<file path="config.mk">
export PLATFORM = sky130hd
export DESIGN_NAME = mouse_packet_tracker
export DESIGN_NICKNAME = d
export VERILOG_FILES = /design/src/rtl/mouse_packet_tracker.sv
export SDC_FILE = /design/constraint.sdc
export NUM_CORES = 1
export LEC_CHECK = 0
export ABC_AREA = 1
export BUFFER_PORTS_ARGS = -buffer_cell sky130_fd_sc_hd__buf_2
export CAP_MARGIN = 20
export CORE_AREA = 2 2 88 90
export DETAILED_ROUTE_END_ITERATION = 7
export DIE_AREA = 0 0 90 92
export GPL_TIMING_DRIVEN = 0
export PLACE_DENSITY = 0.88
export SYNTH_ARGS = -nofsm -noshare
export SYNTH_HDL_FRONTEND = slang
export SYNTH_SLANG_ARGS = --single-unit
</file>
<file path="constraint.sdc">
create_clock -name clk -period 2.7 [get_ports clk]
set_input_delay 0.135 -clock clk [delete_from_list [all_inputs] [get_ports clk]]
set_output_delay 0.135 -clock clk [all_outputs]
set_load 0.01 [all_outputs]
</file>
<file path="src/rtl/mouse_packet_tracker.sv">
// ============================================================================
// mouse_packet_tracker
// Assembles 3-byte PS/2 mouse packets and integrates them into a clamped
// 640x480 cursor position with button levels and click pulses.
// Revision: 1.0
// ============================================================================
`default_nettype none

module mouse_packet_tracker #(
    parameter int X_MAX       = 639,
    parameter int Y_MAX       = 479,
    parameter int X_INIT      = 320,
    parameter int Y_INIT      = 240,
    parameter int TIMEOUT_CYC = 2000000
) (
    input  logic       clk,
    input  logic       rst,
    input  logic [7:0] byte_in,
    input  logic       byte_valid,
    output logic [9:0] mouse_x,
    output logic [8:0] mouse_y,
    output logic       l_down,
    output logic       r_down,
    output logic       l_click,
    output logic       r_click,
    output logic       packet_done,
    output logic       sync_err
);

    localparam int CW = (TIMEOUT_CYC > 2) ? $clog2(TIMEOUT_CYC) : 1;
    localparam logic [CW-1:0] TO_LAST = CW'(TIMEOUT_CYC - 1);
    localparam logic signed [10:0] X_MAX_S = 11'(X_MAX);
    localparam logic signed [10:0] Y_MAX_S = 11'(Y_MAX);

    typedef enum logic [1:0] {
        WAIT_B0 = 2'd0,
        WAIT_B1 = 2'd1,
        WAIT_B2 = 2'd2,
        APPLY   = 2'd3
    } state_t;

    state_t        state_q, state_d;
    logic [CW-1:0] cnt_q, cnt_d;
    logic [7:0]    b0_q, b0_d, b1_q, b1_d, b2_q, b2_d;
    logic [9:0]    x_q, x_d;
    logic [8:0]    y_q, y_d;
    logic          l_down_q, l_down_d, r_down_q, r_down_d;
    logic          l_click_q, l_click_d, r_click_q, r_click_d;
    logic          done_q, done_d, err_q, err_d;

    // Overflowed packets still carry valid buttons, so only motion is dropped.
    logic               ovf;
    logic signed [10:0] dx, dy, nx, ny;
    assign ovf = b0_q[6] | b0_q[7];
    assign dx  = ovf ? '0 : {{2{b0_q[4]}}, b0_q[4], b1_q};
    assign dy  = ovf ? '0 : {{2{b0_q[5]}}, b0_q[5], b2_q};
    assign nx  = $signed({1'b0, x_q}) + dx;
    assign ny  = $signed({2'b00, y_q}) - dy;

    always_comb begin
        state_d   = state_q;
        cnt_d     = cnt_q;
        b0_d      = b0_q;
        b1_d      = b1_q;
        b2_d      = b2_q;
        x_d       = x_q;
        y_d       = y_q;
        l_down_d  = l_down_q;
        r_down_d  = r_down_q;
        l_click_d = 1'b0;
        r_click_d = 1'b0;
        done_d    = 1'b0;
        err_d     = 1'b0;
        case (state_q)
            WAIT_B0: begin
                cnt_d = '0;
                if (byte_valid) begin
                    if (byte_in[3]) begin
                        b0_d    = byte_in;
                        state_d = WAIT_B1;
                    end else begin
                        err_d = 1'b1;
                    end
                end
            end
            WAIT_B1, WAIT_B2: begin
                // A byte arriving on the expiry cycle takes priority over the timeout.
                if (byte_valid) begin
                    cnt_d = '0;
                    if (state_q == WAIT_B1) begin
                        b1_d    = byte_in;
                        state_d = WAIT_B2;
                    end else begin
                        b2_d    = byte_in;
                        state_d = APPLY;
                    end
                end else if (cnt_q == TO_LAST) begin
                    cnt_d   = '0;
                    err_d   = 1'b1;
                    state_d = WAIT_B0;
                end else begin
                    cnt_d = cnt_q + CW'(1);
                end
            end
            APPLY: begin
                state_d = WAIT_B0;
                cnt_d   = '0;
                if (nx < 0)             x_d = '0;
                else if (nx > X_MAX_S)  x_d = 10'(X_MAX);
                else                    x_d = nx[9:0];
                if (ny < 0)             y_d = '0;
                else if (ny > Y_MAX_S)  y_d = 9'(Y_MAX);
                else                    y_d = ny[8:0];
                l_down_d  = b0_q[0];
                r_down_d  = b0_q[1];
                l_click_d = b0_q[0] & ~l_down_q;
                r_click_d = b0_q[1] & ~r_down_q;
                done_d    = 1'b1;
            end
            default: state_d = WAIT_B0;
        endcase
    end

    always_ff @(posedge clk or negedge rst) begin
        if (!rst) begin
            state_q   <= WAIT_B0;
            cnt_q     <= '0;
            b0_q      <= '0;
            b1_q      <= '0;
            b2_q      <= '0;
            x_q       <= 10'(X_INIT);
            y_q       <= 9'(Y_INIT);
            l_down_q  <= 1'b0;
            r_down_q  <= 1'b0;
            l_click_q <= 1'b0;
            r_click_q <= 1'b0;
            done_q    <= 1'b0;
            err_q     <= 1'b0;
        end else begin
            state_q   <= state_d;
            cnt_q     <= cnt_d;
            b0_q      <= b0_d;
            b1_q      <= b1_d;
            b2_q      <= b2_d;
            x_q       <= x_d;
            y_q       <= y_d;
            l_down_q  <= l_down_d;
            r_down_q  <= r_down_d;
            l_click_q <= l_click_d;
            r_click_q <= r_click_d;
            done_q    <= done_d;
            err_q     <= err_d;
        end
    end

    assign mouse_x     = x_q;
    assign mouse_y     = y_q;
    assign l_down      = l_down_q;
    assign r_down      = r_down_q;
    assign l_click     = l_click_q;
    assign r_click     = r_click_q;
    assign packet_done = done_q;
    assign sync_err    = err_q;

endmodule

`default_nettype wire

</file>
==> impl_metrics.env <==
export IMPL_grt_pass1_vias=3970
export IMPL_gr_total_overflow=0
export IMPL_syn_avg_cell_area_um2=7.25
export IMPL_grt_max_degree=71
export IMPL_path_cells="nor2_2, buf_6, clkinvlp_4, nor2_2, ha_1, inv_2, fa_2, nand3_1, nand3_2, nand2_1, nand2_1, nand2_1, nand2_2, o21ai_0, o21ai_0"
export IMPL_postRouteAntennaNets=0
export IMPL_synth_warnings=0
export IMPL_post_drt_wl_per_cell_um=13.7
export IMPL_initial_utilization_pct=57.9
export IMPL_slew_headroom_pct=42.2
export IMPL_hold_path_class="primary input to flop"
export IMPL_reg2reg_depth=15
export IMPL_p_leak_nw=2.63
export IMPL_synth_area_um2=4320
export IMPL_setup_violations=0
export IMPL_cp_start_kind="flop"
export IMPL_seq_area_frac_synth_pct=40.8
export IMPL_rows=32
export IMPL_drv_cap=0
export IMPL_dpl_hpwl_um=7350
export IMPL_r2r_end="mouse_y[8]"
export IMPL_clkTransAtPathRegs_ns=0.07
export IMPL_ys_types=32
export IMPL_routabilityCongestion=0.936
export IMPL_arrival_ns=2.82
export IMPL_worst_pin_slew_ns=0.867
export IMPL_htreeDepth=3
export IMPL_core_um2=7450
export IMPL_r2r_start="b0_q[6]"
export IMPL_dieWidth_um=90
export IMPL_grt_pass1_wl_um=17400
export IMPL_syn_nets=632
export IMPL_fmax_mhz=382
export IMPL_worstSetupPathType="flop to flop"
export IMPL_hp_start="byte_valid"
export IMPL_cts_tree="yes"
export IMPL_cts_root_buf="clkbuf_8"
export IMPL_io_pins=36
export IMPL_finalCritPeriodShare_pct=97.0
export IMPL_nNetsFinal=688
export IMPL_fill_cells=632
export IMPL_fin_cells=758
export IMPL_routed_wirelength_um=10400
export IMPL_dieArea_um2=8280
export IMPL_cts_path_max_buffers=2
export IMPL_first_pass_iters=5
export IMPL_crit_path_top_delay_cell="fa_2"
export IMPL_ir_drop_v=0.000465
export IMPL_syn_inst=595
export IMPL_drc_errors=0
export IMPL_io_buffer_count=34
export IMPL_finalClockSkew_ns=0.00447
export IMPL_hold_viol=0
export IMPL_cpMostUsedCell="nand2_1"
export IMPL_slew_violations=0
export IMPL_synth_flop_cell="dfrtp_1"
export IMPL_antenna_cells=0
export IMPL_end_kind="flop"
export IMPL_fin_setup_tns_ns=0
export IMPL_rsz0062_at_grt="true"
export IMPL_synth_edff_count=0
export IMPL_drtIter0Drc=272
export IMPL_dr_total_vias=4062
export IMPL_clk_latency_ns=0.34
export IMPL_pre_cts_slack_ns=-0.156
export IMPL_critPathMaxFanout=8
export IMPL_cts_made_buffers=9
export IMPL_outcome="finished clean"
export IMPL_cts_sinks=70
export IMPL_worstPathRequired_ns=2.91
export IMPL_power_density_nw_per_um2=1220
export IMPL_drive_above_1_share_pct=15.7
export IMPL_antenna_found_initial=0
export IMPL_min_period_ns=2.62
export IMPL_die_h_um=92
export IMPL_post_place_cells=731
export IMPL_track_usage_pct=25.9
export IMPL_async_flop_share_pct=100
export IMPL_synth_seq_cells=70
export IMPL_worst_r2r_setup_slack_ns=0.08
export IMPL_whs_ns=0.0752
export IMPL_max_stage_delay_ns=0.41
export IMPL_worst_slack_ns=0.0820
export IMPL_endpoint="mouse_y[8]"
export IMPL_vias_per_cell=5.36
export IMPL_finish_utilization_pct=67.1
export IMPL_area_growth_pct=15.8
export IMPL_setup_worst_path_start="b0_q[6]"
[worst min path at each step]
| stage | endpoint | slack [ns] | cells past startpoint |
|---|---|---|---|
| final | cnt_q[17] | 0.08 | 2 |
| after global routing | cnt_q[17] | 0.08 | 2 |
| after CTS | cnt_q[17] | 0.06 | 2 |
| after detailed placement | mouse_y[3] | 0.31 | 1 |
| after global placement | cnt_q[17] | 0.42 | 2 |
| after floorplan | b0_q[0] | -0.16 | 0 |
[per-layer routing]
metal / part of all wire [%] / global-route usage (%) / wire length, um
met5: 0 / 0 / 0
met4: 3.3 / 12.4 / 342
met3: 4.6 / 3.53 / 480
met2: 50 / 45.4 / 5210
met1: 42 / 31.7 / 4360
[kinds of logic after synthesis]
logic type,share of synthesized area [%]
flip-flops,40.8
adder cells (fa/ha/maj),7.89
AND/OR/NAND/NOR,34.2
AO/OA/AOI/OAI,6.99
buffers and inverters,7.89
XOR/XNOR,2.23
[cell usage in the layout, fill, tap and decap left out, drive strengths merged]
cell type / synthesis / routed
a211oi: 1 / 1
a21oi: 18 / 18
buf: 2 / 46
bufinv: 0 / 2
clkbuf: 5 / 15
clkinv: 0 / 4
clkinvlp: 0 / 1
dfrtp: 64 / 64
dfstp: 6 / 6
dlygate4sd3: 0 / 1
fa: 2 / 2
ha: 24 / 24
inv: 83 / 82
nand2: 208 / 208
nand3: 41 / 41
nand3b: 2 / 2
nand4: 15 / 15
nor2: 57 / 57
nor3: 15 / 15
nor4: 4 / 4
o21a: 1 / 1
o21ai: 34 / 34
o21bai: 1 / 1
o31ai: 1 / 1
xnor2: 6 / 6
xor2: 5 / 5
[state kept, by name, summed over array words and instances, names as in the netlist]
name and count:
r_click 1, r_down 1, mouse_x 10, b2_q 8, packet_done 1, state_q 2, cnt_q 21, b0_q 6
l_click 1, l_down 1, mouse_y 9, sync_err 1, b1_q 8
[final cells by class]
cell class                 instances  area [um^2]  area share (%)
buffer                             7         35.0           0.701
clock buffer                      10          128            2.55
clock inverter                     6         87.6            1.75
inverter                          83          315            6.31
multi-input combinational        435         2290            45.8
sequential                        70         1760            35.2
tap                              102          128            2.55
timing repair buffer              45          258            5.16
[metrics by stage]
| stage | instance area, um^2 | total power, mW |
|---|---|---|
| 2_1_floorplan | 4320 | 3.97 |
| 3_3_place_gp | 4610 | 4.61 |
| 3_5_place_dp | 4620 | 4.75 |
| 4_1_cts | 4860 | 5.77 |
| 5_1_grt | 5000 | 6.59 |
| 6_report | 5000 | 6.07 |
[Yosys cell counts (3+ instances only)]
cell type	count	area share [%]
nor4_1	3	0.43
a21oi_1	17	2.0
nor2_1	53	4.6
nor2_4	3	0.78
clkbuf_1	5	0.43
nand3_1	39	4.5
dfrtp_1	64	37
nand4_1	14	2.0
ha_1	24	7.0
xor2_1	5	1.0
xnor2_1	6	1.2
inv_1	81	7.0
dfstp_2	6	3.7
nor3_1	13	1.5
o21ai_0	32	3.7
nand2_1	207	18
[power breakdown]
group          internal [mW]  switching, mW  leakage [nW]
combinational           1.28           2.24          1.62
clock                  0.520          0.404         0.110
sequential              1.39          0.238         0.904
[worst max-delay path: cells and delay by family (launching register included)]
kind                       cells  cell delay [ns]
DFF                            1             0.40
AOI/OAI and AO/OA              2             0.31
and+or+nand+nor                8             0.84
buffers and inverters          3             0.35
adders and majority gates      2             0.58
[timing repair]
| item | 4_1_cts | 5_1_grt |
|---|---|---|
| endpoints found under the hold margin | 64 | 0 |
| endpoints found under the setup margin | 17 | 18 |
| buffers inserted | 1 | 9 |
| hold buffers | 1 | 0 |
| pin swaps | 0 | 9 |
| gates resized for setup | 3 | 23 |
Note: power is estimated with default switching activity, not from simulation.
